`src/rtl/seq_alu_if.sv`:
```
// Operand/result handshake bundle for seq_alu; the s_hi signal exists only
// when ALU_MUL_HIGH_EN is defined.
interface seq_alu_if #(
   parameter int WIDTH = 8
);
   logic             in_valid;
   logic             in_ready;
   logic [2:0]       op;
   logic [WIDTH-1:0] a;
   logic [WIDTH-1:0] b;
   logic             out_valid;
   logic             out_ready;
   logic [WIDTH-1:0] s;
`ifdef ALU_MUL_HIGH_EN
   logic [WIDTH-1:0] s_hi;
`endif
   logic             flag_z;
   logic             flag_n;
   logic             flag_c;
   logic             flag_v;

`ifdef ALU_MUL_HIGH_EN
   modport master (
      output in_valid, op, a, b, out_ready,
      input  in_ready, out_valid, s, s_hi, flag_z, flag_n, flag_c, flag_v
   );
   modport slave (
      input  in_valid, op, a, b, out_ready,
      output in_ready, out_valid, s, s_hi, flag_z, flag_n, flag_c, flag_v
   );
`else
   modport master (
      output in_valid, op, a, b, out_ready,
      input  in_ready, out_valid, s, flag_z, flag_n, flag_c, flag_v
   );
   modport slave (
      input  in_valid, op, a, b, out_ready,
      output in_ready, out_valid, s, flag_z, flag_n, flag_c, flag_v
   );
`endif
endinterface

```
`src/rtl/seq_alu.sv`:
```
// Handshaked WIDTH-bit ALU with iterative shift-add multiply and held results.
// Optional ALU_MUL_HIGH_EN exposes the product high half on s_hi.
module seq_alu #(
   parameter int WIDTH = 8
) (
   input  logic     clk,
   input  logic     reset,
   seq_alu_if.slave bus
);

   localparam int CNT_W = $clog2(WIDTH);

   typedef enum logic [1:0] {
      ST_IDLE = 2'd0,
      ST_MUL  = 2'd1,
      ST_HOLD = 2'd2
   } state_t;

   state_t             r_state;
   logic               r_in_ready;
   logic               r_out_valid;
   logic [WIDTH-1:0]   r_s;
   logic               r_flag_z;
   logic               r_flag_n;
   logic               r_flag_c;
   logic               r_flag_v;
   logic [CNT_W-1:0]   r_cnt;
   logic [WIDTH-1:0]   r_mcand;
   // Upper half accumulates partial sums, lower half starts as the multiplier.
   logic [2*WIDTH-1:0] r_acc;
`ifdef ALU_MUL_HIGH_EN
   logic [WIDTH-1:0]   r_s_hi;
`endif

   logic [WIDTH-1:0]   w_x;
   logic [WIDTH-1:0]   w_y;
   logic               w_cin;
   logic               w_arith;
   logic [WIDTH-1:0]   w_logic;
   logic [WIDTH:0]     w_sum;
   logic [WIDTH-1:0]   w_res;
   logic               w_c;
   logic               w_v;
   logic [WIDTH:0]     w_mul_sum;
   logic [2*WIDTH-1:0] w_acc_next;

   // NOTE: every always_comb output gets a default first so no latch is inferred.
   always_comb begin
      w_x     = '0;
      w_y     = '0;
      w_cin   = 1'b0;
      w_arith = 1'b1;
      w_logic = '0;
      case (bus.op)
         3'b000: begin w_x = ~bus.a; w_cin = 1'b1; end
         3'b001: begin w_y = ~bus.b; w_cin = 1'b1; end
         3'b010: begin w_x = bus.a; w_y = bus.b; end
         3'b011: begin w_x = bus.a; w_y = ~bus.b; w_cin = 1'b1; end
         3'b100: begin w_arith = 1'b0; w_logic = bus.a & bus.b; end
         3'b101: begin w_arith = 1'b0; w_logic = bus.a | bus.b; end
         3'b111: begin w_arith = 1'b0; w_logic = bus.a ^ bus.b; end
         default: w_arith = 1'b0;
      endcase
      w_sum = {1'b0, w_x} + {1'b0, w_y} + {{WIDTH{1'b0}}, w_cin};
      w_res = w_arith ? w_sum[WIDTH-1:0] : w_logic;
      w_c   = w_arith & w_sum[WIDTH];
      w_v   = w_arith & (w_x[WIDTH-1] == w_y[WIDTH-1]) & (w_sum[WIDTH-1] != w_x[WIDTH-1]);
   end

   always_comb begin
      w_mul_sum  = {1'b0, r_acc[2*WIDTH-1:WIDTH]} + (r_acc[0] ? {1'b0, r_mcand} : '0);
      w_acc_next = {w_mul_sum, r_acc[WIDTH-1:1]};
   end

   // NOTE: sequential state uses non-blocking assignments only.
   always_ff @(posedge clk) begin
      if (reset) begin
         r_state     <= ST_IDLE;
         r_in_ready  <= 1'b1;
         r_out_valid <= 1'b0;
         r_s         <= '0;
         r_flag_z    <= 1'b0;
         r_flag_n    <= 1'b0;
         r_flag_c    <= 1'b0;
         r_flag_v    <= 1'b0;
         r_cnt       <= '0;
         r_mcand     <= '0;
         r_acc       <= '0;
`ifdef ALU_MUL_HIGH_EN
         r_s_hi      <= '0;
`endif
      end else begin
         case (r_state)
            ST_IDLE: begin
               if (bus.in_valid) begin
                  r_in_ready <= 1'b0;
                  if (bus.op == 3'b110) begin
                     r_mcand <= bus.a;
                     r_acc   <= {{WIDTH{1'b0}}, bus.b};
                     r_cnt   <= '0;
                     r_state <= ST_MUL;
                  end else begin
                     r_s         <= w_res;
                     r_flag_z    <= (w_res == '0);
                     r_flag_n    <= w_res[WIDTH-1];
                     r_flag_c    <= w_c;
                     r_flag_v    <= w_v;
`ifdef ALU_MUL_HIGH_EN
                     r_s_hi      <= '0;
`endif
                     r_out_valid <= 1'b1;
                     r_state     <= ST_HOLD;
                  end
               end
            end
            ST_MUL: begin
               r_acc <= w_acc_next;
               if (r_cnt == CNT_W'(WIDTH - 1)) begin
                  r_s         <= w_acc_next[WIDTH-1:0];
                  r_flag_z    <= (w_acc_next[WIDTH-1:0] == '0);
                  r_flag_n    <= w_acc_next[WIDTH-1];
                  r_flag_c    <= |w_acc_next[2*WIDTH-1:WIDTH];
                  r_flag_v    <= |w_acc_next[2*WIDTH-1:WIDTH];
`ifdef ALU_MUL_HIGH_EN
                  r_s_hi      <= w_acc_next[2*WIDTH-1:WIDTH];
`endif
                  r_cnt       <= '0;
                  r_out_valid <= 1'b1;
                  r_state     <= ST_HOLD;
               end else begin
                  r_cnt <= r_cnt + 1'b1;
               end
            end
            ST_HOLD: begin
               if (bus.out_ready) begin
                  r_out_valid <= 1'b0;
                  r_in_ready  <= 1'b1;
                  r_state     <= ST_IDLE;
               end
            end
            default: begin
               r_out_valid <= 1'b0;
               r_in_ready  <= 1'b1;
               r_state     <= ST_IDLE;
            end
         endcase
      end
   end

   assign bus.in_ready  = r_in_ready;
   assign bus.out_valid = r_out_valid;
   assign bus.s         = r_s;
   assign bus.flag_z    = r_flag_z;
   assign bus.flag_n    = r_flag_n;
   assign bus.flag_c    = r_flag_c;
   assign bus.flag_v    = r_flag_v;
`ifdef ALU_MUL_HIGH_EN
   assign bus.s_hi      = r_s_hi;
`endif

endmodule

```
`src/flat_wrapper.sv`:
```
// flat-port wrapper written by rule: the top's interface ports become plain ports
module seq_alu_flat 
#(
   parameter int WIDTH = 8
)
  (clk, reset, bus_in_valid, bus_op, bus_a, bus_b, bus_out_ready, bus_in_ready, bus_out_valid, bus_s, bus_flag_z, bus_flag_n, bus_flag_c, bus_flag_v);
  seq_alu_if #(.WIDTH(WIDTH)) bus_i ();
  input  logic clk;
  input  logic reset;
  input wire logic [$bits(bus_i.in_valid)-1:0] bus_in_valid;
  input wire logic [$bits(bus_i.op)-1:0] bus_op;
  input wire logic [$bits(bus_i.a)-1:0] bus_a;
  input wire logic [$bits(bus_i.b)-1:0] bus_b;
  input wire logic [$bits(bus_i.out_ready)-1:0] bus_out_ready;
  output wire logic [$bits(bus_i.in_ready)-1:0] bus_in_ready;
  output wire logic [$bits(bus_i.out_valid)-1:0] bus_out_valid;
  output wire logic [$bits(bus_i.s)-1:0] bus_s;
  output wire logic [$bits(bus_i.flag_z)-1:0] bus_flag_z;
  output wire logic [$bits(bus_i.flag_n)-1:0] bus_flag_n;
  output wire logic [$bits(bus_i.flag_c)-1:0] bus_flag_c;
  output wire logic [$bits(bus_i.flag_v)-1:0] bus_flag_v;
  assign bus_i.in_valid = bus_in_valid;
  assign bus_i.op = bus_op;
  assign bus_i.a = bus_a;
  assign bus_i.b = bus_b;
  assign bus_i.out_ready = bus_out_ready;
  assign bus_in_ready = bus_i.in_ready;
  assign bus_out_valid = bus_i.out_valid;
  assign bus_s = bus_i.s;
  assign bus_flag_z = bus_i.flag_z;
  assign bus_flag_n = bus_i.flag_n;
  assign bus_flag_c = bus_i.flag_c;
  assign bus_flag_v = bus_i.flag_v;
  seq_alu #(.WIDTH(WIDTH)) u_core (.clk(clk), .reset(reset), .bus(bus_i));
endmodule
```
`config.mk`:
```
export PLATFORM = sky130hd
export DESIGN_NAME = seq_alu_flat
export DESIGN_NICKNAME = d
export VERILOG_FILES = /design/src/rtl/seq_alu_if.sv /design/src/rtl/seq_alu.sv /design/src/flat_wrapper.sv
export SDC_FILE = /design/constraint.sdc
export NUM_CORES = 1
export LEC_CHECK = 0
export ABC_AREA = 1
export CORE_ASPECT_RATIO = 1.1
export CORE_MARGIN = 2
export CORE_UTILIZATION = 62
export CTS_CLUSTER_SIZE = 24
export DETAILED_ROUTE_END_ITERATION = 7
export PLACE_DENSITY = 0.92
export SLEW_MARGIN = 20
export SYNTH_ARGS = -nofsm -noshare
export SYNTH_HDL_FRONTEND = slang
export SYNTH_SLANG_ARGS = --single-unit
```
`constraint.sdc`:
```
create_clock -name clk -period 8.85 [get_ports clk]
set_clock_uncertainty 0.2 [all_clocks]
set_input_delay 2.655 -clock clk [delete_from_list [all_inputs] [get_ports clk]]
set_output_delay 2.655 -clock clk [all_outputs]
set_load 0.02 [all_outputs]
```
=== Word-level counts from Yosys, hierarchy flattened ===
Cells that the tools add are included.

* Bits in registers: 43
* Bits of input ports: 23
* Word-level logic and storage cells: 103

* Add/subtract/negate cells: 4
* Equal/unequal tests: 17
* Muxes and demuxes: 46
* Bitwise logic cells: 9
* Reduce and logical (&&, ||, !) cells: 16

{| class="wikitable"
|+ Operators with widths
! cell !! number
|-
| 8-bit case mux with 2 select lines || 3
|-
| 8-bit 2-to-1 mux || 5
|-
| 16-bit 2-to-1 mux || 2
|-
| 16-bit case mux with 2 select lines || 1
|-
| 8-bit case mux with 3 select lines || 1
|-
| 1-bit 2-to-1 mux || 19
|-
| 8-bit zero test || 2
|-
| 8-bit NOT || 2
|-
| 3-bit equality test, second input constant || 5
|-
| 3-bit AND reduction || 4
|-
| 8-bit by 8-bit adder with 9-bit output || 1
|-
| 8-bit by 9-bit adder with 9-bit output || 1
|-
| 9-bit by 1-bit adder with 9-bit output || 1
|-
| 3-bit 2-to-1 mux || 3
|-
| 8-bit bitwise AND || 1
|-
| 2-bit 2-to-1 mux || 4
|-
| 8-bit bitwise OR || 1
|-
| 1-bit case mux with 2 select lines || 4
|-
| 4-bit AND reduction || 2
|-
| 8-bit OR reduction || 1
|-
| 8-bit XOR || 1
|-
| 3-bit by 2-bit equality test with 1-bit output, second input constant || 2
|-
| 2-bit inequality test, second input constant || 3
|-
| 1-bit case mux with 3 select lines || 2
|-
| 17 further kinds || 21
|}

=== Longest topological paths before layout ===
* Depth after elaboration: 10
* Depth in mapped cells: 21

=== Worst setup path before layout ===
No wires, ideal clock.

* Path type: input -> register
* Start: input bus_op[0]
* End: register u_core.r_flag_z (netlist: u_core.bus.flag_z)
* Library setup time: 0.070 ns
* Data arrival time: 4.852 ns
* Required time: 8.580 ns
* Setup slack: 3.728 ns
* Cell stages on the path: 18
* Cell sequence: buf_6 nor2_1 nand2_1 o21ai_0 fa_1 inv_1 fa_1 inv_1 nand2_1 nand2_1 nand3_1 nand2_1 nand2_1 nand3_1 nand2_1 nor2_1 nand3_1 a21oi_1

* Cells in the longest elaborated chain, start to end: 10

{| class="wikitable"
|+ RTL lines
! element !! line !! text
|-
| from (decl) || flat_wrapper.sv:11 || <nowiki>input wire logic [$bits(bus_i.op)-1:0] bus_op;</nowiki>
|-
| 3-bit by 2-bit equality test with 1-bit output or 3-bit by 1-bit equality test with 1-bit output (tied branches) || seq_alu.sv:54 || <nowiki>case (bus.op)</nowiki>
|-
| 2-bit OR reduction (no source line) || n/a ||
|-
| 8-bit case mux with 2 select lines || seq_alu.sv:54 ||
|-
| 8-bit by 8-bit adder with 9-bit output || seq_alu.sv:64 || <nowiki>w_sum = {1'b0, w_x} + {1'b0, w_y} + {{WIDTH{1'b0}}, w_cin};</nowiki>
|-
| 9-bit by 1-bit adder with 9-bit output || seq_alu.sv:64 ||
|-
| 8-bit 2-to-1 mux || seq_alu.sv:65 || <nowiki>w_res = w_arith ? w_sum[WIDTH-1:0] : w_logic;</nowiki>
|-
| 8-bit zero test || seq_alu.sv:104 || <nowiki>r_flag_z <= (w_res == '0);</nowiki>
|-
| 1-bit 2-to-1 mux || seq_alu.sv:97 || <nowiki>if (bus.op == 3'b110) begin</nowiki>
|-
| 1-bit 2-to-1 mux || seq_alu.sv:95 || <nowiki>if (bus.in_valid) begin</nowiki>
|-
| 1-bit case mux with 2 select lines || seq_alu.sv:93 || <nowiki>case (r_state)</nowiki>
|-
| to (signal assigned) || seq_alu.sv:104 ||
|-
| to (signal assigned) || seq_alu.sv:120 || <nowiki>r_flag_z <= (w_acc_next[WIDTH-1:0] == '0);</nowiki>
|-
| to (decl) || seq_alu.sv:23 || <nowiki>logic r_flag_z;</nowiki>
|}

Several ways; a longest one is shown, not always the timed one. The select of a mux whose other input is x is not followed.
A chain may end at the register's enable or synchronous reset.

=== Worst setup path after layout ===
* Start: input bus_op[2]
* End: register u_core.r_flag_z (netlist: u_core.bus.flag_z)

The elaborated chain is that of the path after synthesis.

==> reports/qor.txt <==
Most frequent cells in the layout - nand2_1 (131), inv_1 (74), o21ai_0 (46), dfxtp_1 (42), nand3_1 (38)
Final slew viol count - 0
Status - completed
Reg2reg end - u_core.bus.s[1]$_SDFFE_PP0P_
Max-cap violations - 0
Average cell area after synthesis - 6.579 um^2
Crit path capture - u_core.bus.flag_z$_SDFFE_PP0P_
Synthesized cell area - 0.003342 mm^2
R2r startpoint - u_core.r_state[0]$_SDFFE_PP0P_
Gr ovfl total - 0
Post-synth cell types - 36
Critical Path AT - 5980 ps
Global Route Usage Sum - 31.50%
Ys async rst share - 0%
Clk_lat worst skew - 290 ps
Setup crit end kind - register
CTS tree - built
Detail-routed net length per standard cell - 14.64 um
Clock buffer depth - 2
DR vias/cell - 5.738
Final ANT Viol Nets - 0
I/O Buffers - 36
Crit-path slowest cell - clkdlybuf4s50_1
Resize count post-CTS - 0
Sequential share of power - 43.7%
Largest net degree at the start of global routing - 29
Initial Utilization - 63.17%
Clock buffer count from CTS - 5
Clk pin slew, worst setup/hold paths - 80 ps
Max incr delay on CP - 720 ps
Mapped Nets - 567
Post-detail-place hpwl - 6.949 mm
First-pass GRT wire length - 14.61 mm
Setup Fix Bufs, Post-CTS - 0
Post-synth EDFFs - 0
Crit-path leading delay family - buffers and inverters
Pwr dens - 128.6 mW/mm^2
R2R Setup Slk - 6080 ps
Layout cells sized above 1 - 4.690%
Fill cell count - 458
P_sw - 162.1 uW
CP startpoint kind - primary input
Synth Warn # - 0
Worst Path Class, Setup - in2reg
Net Sw Frac - 33.64%
Sequential cell area - 840.8 um^2
Final setup fails - 0
Via count - 3489
Die footprint - 0.005994 mm^2
Drc violations - 0
Clock power share - 26.5%
Seq cells post-synth - 42
Fin crit period - 5959 ps
Post-Route Setup TNS - 0 ps
# hold bufs at CTS - 0
Row count - 28
Path depth of the worst reg2reg path - 9
Boundary pin count - 37
Clock root buffer - clkbuf_8
Min-Delay Path Class - reg2reg
Initial antenna violation count - 0
Final Hold Viols - 0
Drt first pass iters - 5
Die X - 74 um
Antenna Diode Count - 0
Slew HR - 40.51%
Post-Syn Instances - 508
Worst-path cell chain - clkdlybuf4s50_1 -> inv_2 -> nand2_1 -> inv_1 -> nand2_1 -> o21ai_0 -> fa_1 -> inv_1 -> fa_1 -> inv_1 -> nand2_1 -> nand2_1 -> nand3_1 -> nand2_1 -> nand2_1 -> nand3_1 -> nand2_1 -> nor2_1 -> nand3_1 -> a21oi_1
Fmax - 167.8 MHz
Initial DRC Count - 309
Gpl congestion - 0.9953
Area growth syn-to-layout - 12.17%
Worst slack, placed - 2687 ps
CP Depth - 20
Die height - 81 um
P_leak - 0.001892 uW
Multi-input gate area - 0.002058 mm^2
Data required, critical path - 8870 ps
CP max FO - 17
Max IR drop VDD - 0.00007584 V
Layout Nets - 591
Register area share after synthesis - 25.16%
Worst Path Buf+Inv - 5
Worst Setup SP - bus_op[2]
Ys flop type - dfxtp_1
RSZ-0062 raised after global routing - no
H-tree depth - 2
Vias in the first global route - 3182
Internal power - 319.8 uW
Fin crit share - 67.33%
Routed WL - 8.901 mm
Most frequent CP cell - nand2_1
Most common cell after layout, fill and taps aside - nand2_1
Final worst slack - 2891 ps
Sink Count - 42
Logic pwr share - 29.9%
Core Area - 0.005290 mm^2
Worst-Margin Slew - 891.4 ps
-- cell type report --
type,count,area share [%]
Clock buffer,7,2.303
Sequential cell,42,22.43
Clock inverter,1,0.1335
Inverter,80,8.111
Tap cell,75,2.503
Multi-Input combinational cell,367,54.91
Timing Repair Buffer,36,9.613
-- synthesized netlist by cell type, types with 2 or more instances --
master | instances | share of area, %
ha_1 | 33 | 12
nand3_1 | 38 | 5.7
a31oi_1 | 16 | 3.0
nor3_1 | 4 | 0.60
nor2_2 | 3 | 0.56
inv_1 | 74 | 8.3
inv_2 | 4 | 0.45
dfxtp_1 | 42 | 25
buf_2 | 3 | 0.45
o21ai_1 | 3 | 0.45
xnor2_1 | 2 | 0.52
nor2_1 | 26 | 2.9
buf_4 | 5 | 1.1
nand4_1 | 8 | 1.5
o22ai_1 | 3 | 0.56
clkbuf_1 | 5 | 0.56
o21ai_0 | 46 | 6.9
a21oi_1 | 37 | 5.5
nand2_1 | 131 | 15
buf_6 | 6 | 2.0
o211ai_1 | 2 | 0.45
fa_1 | 3 | 1.8
-- routing by layer --
metal | share of wire [%] | vias up | GRT usage (%)
met5 | 0 | - | 0
met4 | 4.6 | 0 | 15.27
met3 | 5.8 | 37 | 3.350
met2 | 49 | 154 | 55.89
met1 | 40 | 1591 | 37.39
li1 | - | 1707 | -
-- per-stage QoR --
stage                     power, uW  std cells  cell area [um^2]  hold WS, ps  util, %
after floorplan               306.6        508              3342        236.8        -
after global placement        351.8        600              3657        252.4    69.13
after detailed placement      355.2        600              3657        267.6    69.13
after CTS                     478.7        608              3749        277.8    70.86
after global routing          505.2        608              3749        289.5    70.86
final                         482.0        608              3749        275.8    70.86
-- cells by family (layout without fill, tap and decap cells) --
kind of cell,count (synthesis),in the layout,share of synthesized area (%)
simple gates,217,217,28.53
compound gates,111,111,18.12
buf+inv,99,124,13.25
flops,42,42,25.16
fa+ha+maj,36,36,14.15
xor+xnor,3,3,0.7864
-- registers in the layout, indices dropped and copies added (netlist names) --
signal	flops
u_core.bus.flag_c	1
u_core.bus.flag_n	1
u_core.bus.flag_v	1
u_core.bus.flag_z	1
u_core.bus.in_ready	1
u_core.bus.out_valid	1
u_core.bus.s	7
u_core.r_acc	16
u_core.r_cnt	3
u_core.r_mcand	8
u_core.r_state	2
-- worst min-delay path, delay by kind of cell (launching register included) --
| family | cells | cell delay (ps) |
|---|---|---|
| AO/OA/AOI/OAI | 2 | 130 |
| flip-flops | 1 | 310 |
-- worst min path at each step --
stage	start	to	slack, ps	cells after the start
CTS	u_core.r_acc[10]$_SDFFE_PP0P_	u_core.r_acc[10]$_SDFFE_PP0P_	280	2
global placement	u_core.r_cnt[2]$_SDFFE_PP0P_	u_core.r_cnt[2]$_SDFFE_PP0P_	250	2
floorplan	u_core.r_cnt[1]$_SDFFE_PP0P_	u_core.r_cnt[1]$_SDFFE_PP0P_	240	2
detailed placement	u_core.r_acc[10]$_SDFFE_PP0P_	u_core.r_acc[10]$_SDFFE_PP0P_	270	2
global route	u_core.r_acc[10]$_SDFFE_PP0P_	u_core.r_acc[10]$_SDFFE_PP0P_	290	2
finish	u_core.bus.out_valid$_SDFFE_PP0P_	u_core.bus.out_valid$_SDFFE_PP0P_	280	2
-- power by group through the flow --
stage               clock network [uW]  logic (uW)  registers, uW
CTS                                127         142            210
finish                             128         144            210
global route                       134         159            212
detailed placement                   0         141            214
floorplan                            0        83.4            223
global placement                     0         138            214
Power figures use the tool's default switching activity.
